[config.mk]
export PLATFORM = sky130hd
export DESIGN_NAME = hs_rr_arbiter
export DESIGN_NICKNAME = d
export VERILOG_FILES = /design/src/rtl/hs_rr_arbiter.sv
export SDC_FILE = /design/constraint.sdc
export NUM_CORES = 1
export LEC_CHECK = 0
export CAP_MARGIN = 0
export CORE_UTILIZATION = 38
export CTS_BUF_LIST = sky130_fd_sc_hd__clkbuf_8 sky130_fd_sc_hd__clkbuf_16
export CTS_CLUSTER_SIZE = 8
export DETAILED_ROUTE_END_ITERATION = 16
export PLACE_DENSITY = 0.82
export SYNTH_ARGS = -nofsm -noshare
export SYNTH_HDL_FRONTEND = slang
export SYNTH_SLANG_ARGS = --single-unit
[constraint.sdc]
create_clock -name clk -period 1.75 [get_ports clk]
set_input_delay 0.175 -clock clk [delete_from_list [all_inputs] [get_ports clk]]
set_output_delay 0.175 -clock clk [all_outputs]
set_load 0.01 [all_outputs]
[src/rtl/hs_rr_arbiter.sv]
// Four-way round-robin valid/ready arbiter feeding a single registered output slot.
// Optional macro HS_ARB_BURST_EN keeps a grant for up to BURST back-to-back transfers.
module hs_rr_arbiter #(
  parameter int WIDTH = 32,
  parameter int BURST = 4
) (
  input  logic               clk,
  input  logic               rst,
  input  logic [3:0]         en_i,
  input  logic [4*WIDTH-1:0] data_i,
  output logic [3:0]         rdy_to_send,
  output logic               en_o,
  output logic [WIDTH-1:0]   data_out,
  output logic [1:0]         src_o,
  input  logic               rdy_to_recieve
);

  typedef enum logic {EMPTY = 1'b0, FULL = 1'b1} state_t;

  state_t           state_q, state_d;
  logic [WIDTH-1:0] data_q, data_d;
  logic [1:0]       src_q, src_d;
  logic [1:0]       last_q, last_d;
  logic [1:0]       cand [4];
  logic [3:0]       hit;
  logic [1:0]       rr_grant;
  logic             rr_found;
  logic [1:0]       grant;
  logic             req;
  logic             load_ok;
  logic             up_xfer;

  if (BURST < 1 || BURST > 15) begin : g_burst_range
    $error("hs_rr_arbiter: BURST must be in 1..15");
  end

  // cand[0] is the highest-priority requester: the one right after the last grant
  for (genvar gi = 0; gi < 4; gi++) begin : g_cand
    assign cand[gi] = last_q + 2'(gi + 1);
    assign hit[gi]  = en_i[cand[gi]];
  end

  always_comb begin
    rr_grant = last_q;
    rr_found = 1'b0;
    for (int k = 3; k >= 0; k--) begin
      if (hit[k]) begin
        rr_grant = cand[k];
        rr_found = 1'b1;
      end
    end
  end

`ifdef HS_ARB_BURST_EN
  logic [3:0] burst_q, burst_d;
  logic [3:0] burst_inc;
  logic       lock;

  // A non-zero count means the previous transfer opened or extended a lock
  assign lock      = (burst_q != 4'd0) && en_i[last_q];
  assign grant     = lock ? last_q : rr_grant;
  assign req       = lock | rr_found;
  assign burst_inc = (lock ? burst_q : 4'd0) + 4'd1;

  always_comb begin
    burst_d = lock ? burst_q : 4'd0;
    if (up_xfer) begin
      burst_d = (burst_inc == 4'(BURST)) ? 4'd0 : burst_inc;
    end
  end

  always_ff @(posedge clk) begin
    if (rst) burst_q <= 4'd0;
    else     burst_q <= burst_d;
  end
`else
  assign grant = rr_grant;
  assign req   = rr_found;
`endif

  assign load_ok     = (state_q == EMPTY) | rdy_to_recieve;
  assign rdy_to_send = (!rst && load_ok && req) ? (4'b0001 << grant) : 4'b0000;
  assign up_xfer     = |(en_i & rdy_to_send);

  always_comb begin
    state_d = state_q;
    data_d  = data_q;
    src_d   = src_q;
    last_d  = last_q;
    if (up_xfer) begin
      state_d = FULL;
      data_d  = data_i[int'(grant)*WIDTH +: WIDTH];
      src_d   = grant;
      last_d  = grant;
    end else if (state_q == FULL && rdy_to_recieve) begin
      state_d = EMPTY;
    end
  end

  // last_q resets to 3 so requester 0 wins the first arbitration
  always_ff @(posedge clk) begin
    if (rst) begin
      state_q <= EMPTY;
      data_q  <= '0;
      src_q   <= 2'd0;
      last_q  <= 2'd3;
    end else begin
      state_q <= state_d;
      data_q  <= data_d;
      src_q   <= src_d;
      last_q  <= last_d;
    end
  end

  assign en_o     = (state_q == FULL);
  assign data_out = data_q;
  assign src_o    = src_q;

endmodule

==> reports/qor.json, run 1 <==
{
  "outcome": {
    "run_status": "complete, no violations"
  },
  "logic_synthesis": {
    "synth_area_per_cell_um2": 10.8,
    "synth.lib_cells_used.distinct": 32,
    "ys_seq_area_share_pct": 26.4,
    "postSynthCellCount": 259,
    "mappedNetlistNets": 394,
    "synth.ff_latch_count": 37,
    "synthesis.area_um2": 2800,
    "synth.yosys.warnings": 0
  },
  "route": {
    "wl_per_cell_um": 18.0,
    "drt_pass1_iterations": 4,
    "drtIter0Drc": 71,
    "route.vias.total": 2862,
    "wl_mm": 9.62,
    "avgViaCountPerCell": 5.35,
    "antenna_left": 0,
    "remaining_routing_drc_violations": 0
  },
  "clock_tree": {
    "holdBufCountCts": 0,
    "cts_made_buffers": 5,
    "clkTransAtPathRegs_ns": 0.07,
    "clk_root_buffer_cell": "sky130_fd_sc_hd__clkbuf_8",
    "cts_htree_levels": 2,
    "max-clock-path-buffers": 2,
    "tritoncts": "yes",
    "clock_insertion_delay_worst_skew_ns": 0.29,
    "clock_sinks": 37
  },
  "timing": {
    "post-route-worst-setup-slack_ns": 0.0657,
    "final-max-slew-violation-count": 0,
    "skew_ns": 0.00570,
    "min_period_over_period_pct": 96.2,
    "max_freq_mhz": 594,
    "report.final.hold_viol_count": 0,
    "maxSlewHeadroom_pct": 72.7,
    "worst_pin_slew_ns": 0.409,
    "rsz0062_at_grt": "false",
    "final.hold.worst_slack_ns": 0.498,
    "final_period_demand_of_the_worst_path_ns": 1.68,
    "setup_violations": 0
  },
  "setup_path": {
    "cp_startpoint": "en_o$_SDFFE_PP0P_",
    "criticalPathCategory": "flop to output port",
    "timing.critical_path.fanout_max": 3,
    "endpoint_kind": "output port",
    "cp_data_required_time_ns": 1.57,
    "cp.arrival_ns": 1.51,
    "critical_path.startpoint_type": "flop",
    "timing.rr.start": "en_o$_SDFFE_PP0P_"
  },
  "floorplanning": {
    "overall_die_area_um2": 7720,
    "floorplan.rows": 30,
    "die-width_um": 87.9,
    "die_y_um": 87.9,
    "initial_utilization_pct": 40.4,
    "fp.coreArea_um2": 6940,
    "io-pin-count": 174
  },
  "final_layout": {
    "final_cell_mix": "sky130_fd_sc_hd__clkdlybuf4s50_1, sky130_fd_sc_hd__dfxtp_1, sky130_fd_sc_hd__and2_1, sky130_fd_sc_hd__o21bai_1, sky130_fd_sc_hd__mux2i_1",
    "areaGrowthSynthToFinish_pct": 71.2,
    "final.fill_count": 576,
    "final_design_area_no_fill_um2": 4800,
    "layout_commonest_cell": "sky130_fd_sc_hd__clkdlybuf4s50_1",
    "multi_input_logic_area_um2": 1910,
    "final_net_count": 574,
    "num_antenna_cells": 0,
    "layoutNonFillerInstCount": 535,
    "sequential_cell_area_um2": 743,
    "proportion_of_layout_cells_with_a_drive_suffix_above_1_pct": 26.0
  },
  "power_and_ir_drop": {
    "power_leakage_nw": 1.90,
    "power-per-cell-area_nw_per_um2": 609,
    "post-layout-total-power_mw": 2.92,
    "vdd_ir_drop_max_mv": 0.437
  },
  "global_routing": {
    "grt_pass1_wl_mm": 14.7,
    "gr_ovfl_total": 0,
    "grt_start_max_net_pins": 38,
    "global_route.usage.total_pct": 24.7,
    "via_count_of_the_first_global_routing_pass": 3032,
    "antenna_found_initial": 0
  },
  "flow_run": {
    "drv.max_cap_violation_count": 0
  },
  "placement": {
    "dpl-instance-area_um2": 4670,
    "dp_worst_setup_slack_ns": -0.457,
    "post-place-cells": 526,
    "weighted_congestion_reported_at_the_end_of_routability_driven_placement": 0.847,
    "port_buffers": 173,
    "place.detailed.hpwl_mm": 7.22
  },
  "worst_hold_path": {
    "worstHoldPathType": "flop to flop",
    "timing.hold.worst.start": "src_o[0]$_SDFFE_PP0P_"
  }
}
==> cells in the mapped netlist <==
cell type                  instances  share of area, %
sky130_fd_sc_hd__and3_1            1              0.22
sky130_fd_sc_hd__a211oi_1          4               1.1
sky130_fd_sc_hd__a21oi_2           1              0.31
sky130_fd_sc_hd__nand2b_1          2              0.45
sky130_fd_sc_hd__nand2_1           1              0.13
sky130_fd_sc_hd__buf_2             7               1.2
sky130_fd_sc_hd__mux2i_1          32                11
sky130_fd_sc_hd__o21ai_4           2               1.2
sky130_fd_sc_hd__buf_4             6               1.6
sky130_fd_sc_hd__buf_8             1              0.54
sky130_fd_sc_hd__a221oi_1          2              0.63
sky130_fd_sc_hd__nor3b_2           1              0.45
sky130_fd_sc_hd__a221oi_2         30                16
sky130_fd_sc_hd__nor2b_4           1              0.49
sky130_fd_sc_hd__nor3_1            1              0.18
sky130_fd_sc_hd__and2_1           35               7.8
sky130_fd_sc_hd__a21oi_1           1              0.18
sky130_fd_sc_hd__nor3_4            2               1.2
sky130_fd_sc_hd__or3_4             1              0.40
sky130_fd_sc_hd__nor2_1            9               1.2
sky130_fd_sc_hd__a211oi_2         28                13
sky130_fd_sc_hd__or2_1             1              0.22
sky130_fd_sc_hd__clkbuf_1         10               1.3
sky130_fd_sc_hd__a21o_2            1              0.31
sky130_fd_sc_hd__nor2b_1           3              0.67
sky130_fd_sc_hd__nand3_2           1              0.36
sky130_fd_sc_hd__buf_6             1              0.40
sky130_fd_sc_hd__buf_12            2               1.4
sky130_fd_sc_hd__o21bai_1         33               8.8
sky130_fd_sc_hd__nor4_2            1              0.45
sky130_fd_sc_hd__dfxtp_1          37                26
sky130_fd_sc_hd__a211o_1           1              0.31
==> critical path, cell delays in order (launching register included) <==
cell and delay (ns):
sky130_fd_sc_hd__dfxtp_2 0.32, sky130_fd_sc_hd__nor2b_4 0.12, sky130_fd_sc_hd__or3_4 0.35, sky130_fd_sc_hd__nor3_4 0.16, sky130_fd_sc_hd__and2_1 0.15, sky130_fd_sc_hd__buf_2 0.12
==> layer usage <==
metal  GRT usage (%)  part of all wire, %  up-vias
li1                -                    -     1362
met1            28.3                   42     1371
met2            46.7                   50      112
met3            4.81                  6.2       17
met4            6.41                  1.7        0
met5               0                    0        -
==> cell families (layout without fill, tap and decap cells) <==
| logic type | Yosys count | in the layout | share of synthesized area [%] |
|---|---|---|---|
| AO/OA/AOI/OAI | 103 | 103 | 41.4 |
| buffers and inverters | 27 | 207 | 6.56 |
| flip-flops | 37 | 37 | 26.4 |
| multiplexers | 32 | 32 | 11.4 |
| AND/OR/NAND/NOR | 60 | 60 | 14.2 |
==> path summary, 6_finish.rpt <==
| path | endpoint | slack, ns | cells past startpoint |
|---|---|---|---|
| worst max-delay path | rdy_to_send[2] | 0.07 | 5 |
| worst min-delay path | src_o[0]$_SDFFE_PP0P_ | 0.50 | 2 |
| worst max register to register | data_out[23]$_SDFFE_PP0P_ | 0.08 | 6 |
| worst min register to register | src_o[0]$_SDFFE_PP0P_ | 0.50 | 2 |
==> report_power, final <==
group          internal [mW]  switching (mW)  leakage (nW)
combinational          0.735           0.601          1.55
sequential             0.930          0.0473         0.307
clock                  0.307           0.303        0.0485
==> through the flow <==
stage,TNS [ns],util [%]
4_1_cts,-0.000267,69.1
6_report,0,69.1
5_1_grt,0,69.1
2_1_floorplan,0,-
3_5_place_dp,-12.87,67.3
3_3_place_gp,-11.03,67.3
==> layout make-up <==
| class | instances | area share (%) |
|---|---|---|
| tap | 96 | 2.50 |
| sequential | 37 | 15.5 |
| clock inverter | 1 | 0.0782 |
| multi-input combinational | 195 | 39.8 |
| clock buffer | 6 | 1.72 |
| timing repair buffer | 200 | 40.4 |
==> registers in the layout (all words and copies together), names as in the netlist <==
name      cells
data_out     32
en_o          1
last_q        2
src_o         2
==> timing repair <==
action	in CTS	in global routing
setup buffers	2	0
resized for setup	30	3
endpoints found under the setup margin	33	30
pin swaps	5	1
Power figures use the tool's default switching activity.
==> run 2: changes to the inputs <==
==> constraint.sdc (replaced) <==
create_clock -name clk -period 1.75 [get_ports clk]
set_input_delay 0.35 -clock clk [delete_from_list [all_inputs] [get_ports clk]]
set_output_delay 0.35 -clock clk [all_outputs]
set_load 0.01 [all_outputs]
==> reports/qor.json, run 2 (synthesis results as in run 1) <==
{
  "route": {
    "drt_pass1_iterations": 4,
    "route.vias.total": 2825,
    "wl_mm": 9.53,
    "drtIter0Drc": 68,
    "avgViaCountPerCell": 5.32,
    "wl_per_cell_um": 17.9,
    "remaining_routing_drc_violations": 0,
    "antenna_left": 0
  },
  "setup_path": {
    "endpoint_kind": "output port",
    "timing.critical_path.fanout_max": 3,
    "criticalPathCategory": "input pin to output port",
    "cp_data_required_time_ns": 1.40,
    "cp.arrival_ns": 1.48,
    "critical_path.startpoint_type": "input pin"
  },
  "global_routing": {
    "gr_ovfl_total": 0,
    "via_count_of_the_first_global_routing_pass": 2874,
    "grt_pass1_wl_mm": 14.3,
    "global_route.usage.total_pct": 24.1,
    "antenna_found_initial": 0,
    "grt_start_max_net_pins": 38
  },
  "timing": {
    "rsz0062_at_grt": "true",
    "final_period_demand_of_the_worst_path_ns": 1.83,
    "post-route-worst-setup-slack_ns": -0.0781,
    "max_freq_mhz": 547,
    "report.final.hold_viol_count": 0,
    "maxSlewHeadroom_pct": 62.5,
    "final-max-slew-violation-count": 0,
    "skew_ns": 0.00696,
    "setup_violations": 4,
    "setup_tns_ns": -0.176,
    "worst_pin_slew_ns": 0.562,
    "min_period_over_period_pct": 104
  },
  "final_layout": {
    "final.fill_count": 591,
    "proportion_of_layout_cells_with_a_drive_suffix_above_1_pct": 26.9,
    "layout_commonest_cell": "sky130_fd_sc_hd__clkdlybuf4s50_1",
    "flip_flop_count_of_the_largest_register_after_layout": 32,
    "areaGrowthSynthToFinish_pct": 71.0,
    "final_design_area_no_fill_um2": 4790,
    "final_cell_mix": "sky130_fd_sc_hd__clkdlybuf4s50_1, sky130_fd_sc_hd__dfxtp_1, sky130_fd_sc_hd__and2_1, sky130_fd_sc_hd__o21bai_1, sky130_fd_sc_hd__mux2i_1",
    "num_antenna_cells": 0,
    "final_net_count": 569
  },
  "clock_tree": {
    "clock_insertion_delay_worst_skew_ns": 0.28,
    "clock_sinks": 37,
    "holdBufCountCts": 0,
    "cts_htree_levels": 2,
    "cts_made_buffers": 5,
    "clk_root_buffer_cell": "sky130_fd_sc_hd__clkbuf_8",
    "clkTransAtPathRegs_ns": 0.07,
    "max-clock-path-buffers": 2,
    "tritoncts": "yes"
  },
  "placement": {
    "weighted_congestion_reported_at_the_end_of_routability_driven_placement": 0.830,
    "port_buffers": 173,
    "place.detailed.hpwl_mm": 6.92,
    "dpl-instance-area_um2": 4650
  },
  "floorplanning": {
    "io-pin-count": 174,
    "die-width_um": 87.9,
    "fp.coreArea_um2": 6940,
    "overall_die_area_um2": 7720,
    "floorplan.rows": 30,
    "die_y_um": 87.9,
    "initial_utilization_pct": 40.4
  },
  "power_and_ir_drop": {
    "vdd_ir_drop_max_mv": 0.391,
    "power_leakage_nw": 1.89,
    "power-per-cell-area_nw_per_um2": 621
  },
  "worst_hold_path": {
    "worstHoldPathType": "flop to flop"
  },
  "outcome": {
    "run_status": "finished, violations left",
    "failed_checks": "negative setup slack"
  },
  "flow_run": {
    "drv.max_cap_violation_count": 0
  }
}
[run 2: final timing paths]
path	from	endpoint	slack (ns)	cells after the start
min	src_o[0]$_SDFFE_PP0P_	src_o[0]$_SDFFE_PP0P_	0.51	2
max reg2reg	en_o$_SDFFE_PP0P_	data_out[22]$_SDFFE_PP0P_	0.02	5
max	en_i[0]	rdy_to_send[2]	-0.08	8
min reg2reg	src_o[0]$_SDFFE_PP0P_	src_o[0]$_SDFFE_PP0P_	0.51	2
[run 2: routing by layer]
layer  vias to the layer above  wire length (um)  global-route usage, %  share of wire (%)
li1                       1366                 -                      -                  -
met1                      1338              4140                   29.4                 43
met2                       105              4660                   43.0                 49
met3                        16               546                   4.05                5.7
met4                         0               187                   7.45                2.0
met5                         -                 0                      0                  0
[run 2: per-stage QoR]
step	hold slack (ns)	cells	total power, mW	worst slack (ns)	util [%]
finish	0.513	531	2.97	-0.0781	69.0
global placement	0.480	521	2.28	-0.767	66.9
detailed placement	0.506	521	2.30	-0.778	66.9
floorplan	0.511	259	1.69	0.0540	-
global route	0.537	531	3.12	-0.163	69.0
CTS	0.525	531	2.99	-0.147	68.9
[run 2: what timing repair did]
item | CTS | global route
pin swaps | 9 | 4
resized for setup | 40 | 8
setup endpoints to repair | 39 | 38
setup buffers | 2 | 0
endpoints found under the hold margin | 0 | 0
[run 2: cell type report]
type / count / area (um2) / share of cell area [%]
multi-input cells: 195 / 1920 / 40.1
repair buffers: 195 / 1900 / 39.6
clock inverters: 1 / 5.00 / 0.104
clock buffers: 7 / 96.3 / 2.01
well taps: 96 / 120 / 2.51
flip-flops and latches: 37 / 749 / 15.6
[run 2: critical path, stage by stage]
cell                              delay [ns]
sky130_fd_sc_hd__clkdlybuf4s15_1        0.20
sky130_fd_sc_hd__buf_6                  0.14
sky130_fd_sc_hd__nor2_2                 0.13
sky130_fd_sc_hd__nor3b_2                0.07
sky130_fd_sc_hd__buf_4                  0.14
sky130_fd_sc_hd__nor3_4                 0.18
sky130_fd_sc_hd__and2_4                 0.18
sky130_fd_sc_hd__buf_6                  0.09
[run 2: where the power goes]
| group | internal, mW | switching (mW) |
|---|---|---|
| combinational | 0.726 | 0.593 |
| clock | 0.357 | 0.318 |
| sequential | 0.929 | 0.0522 |
| total | 2.01 | 0.962 |
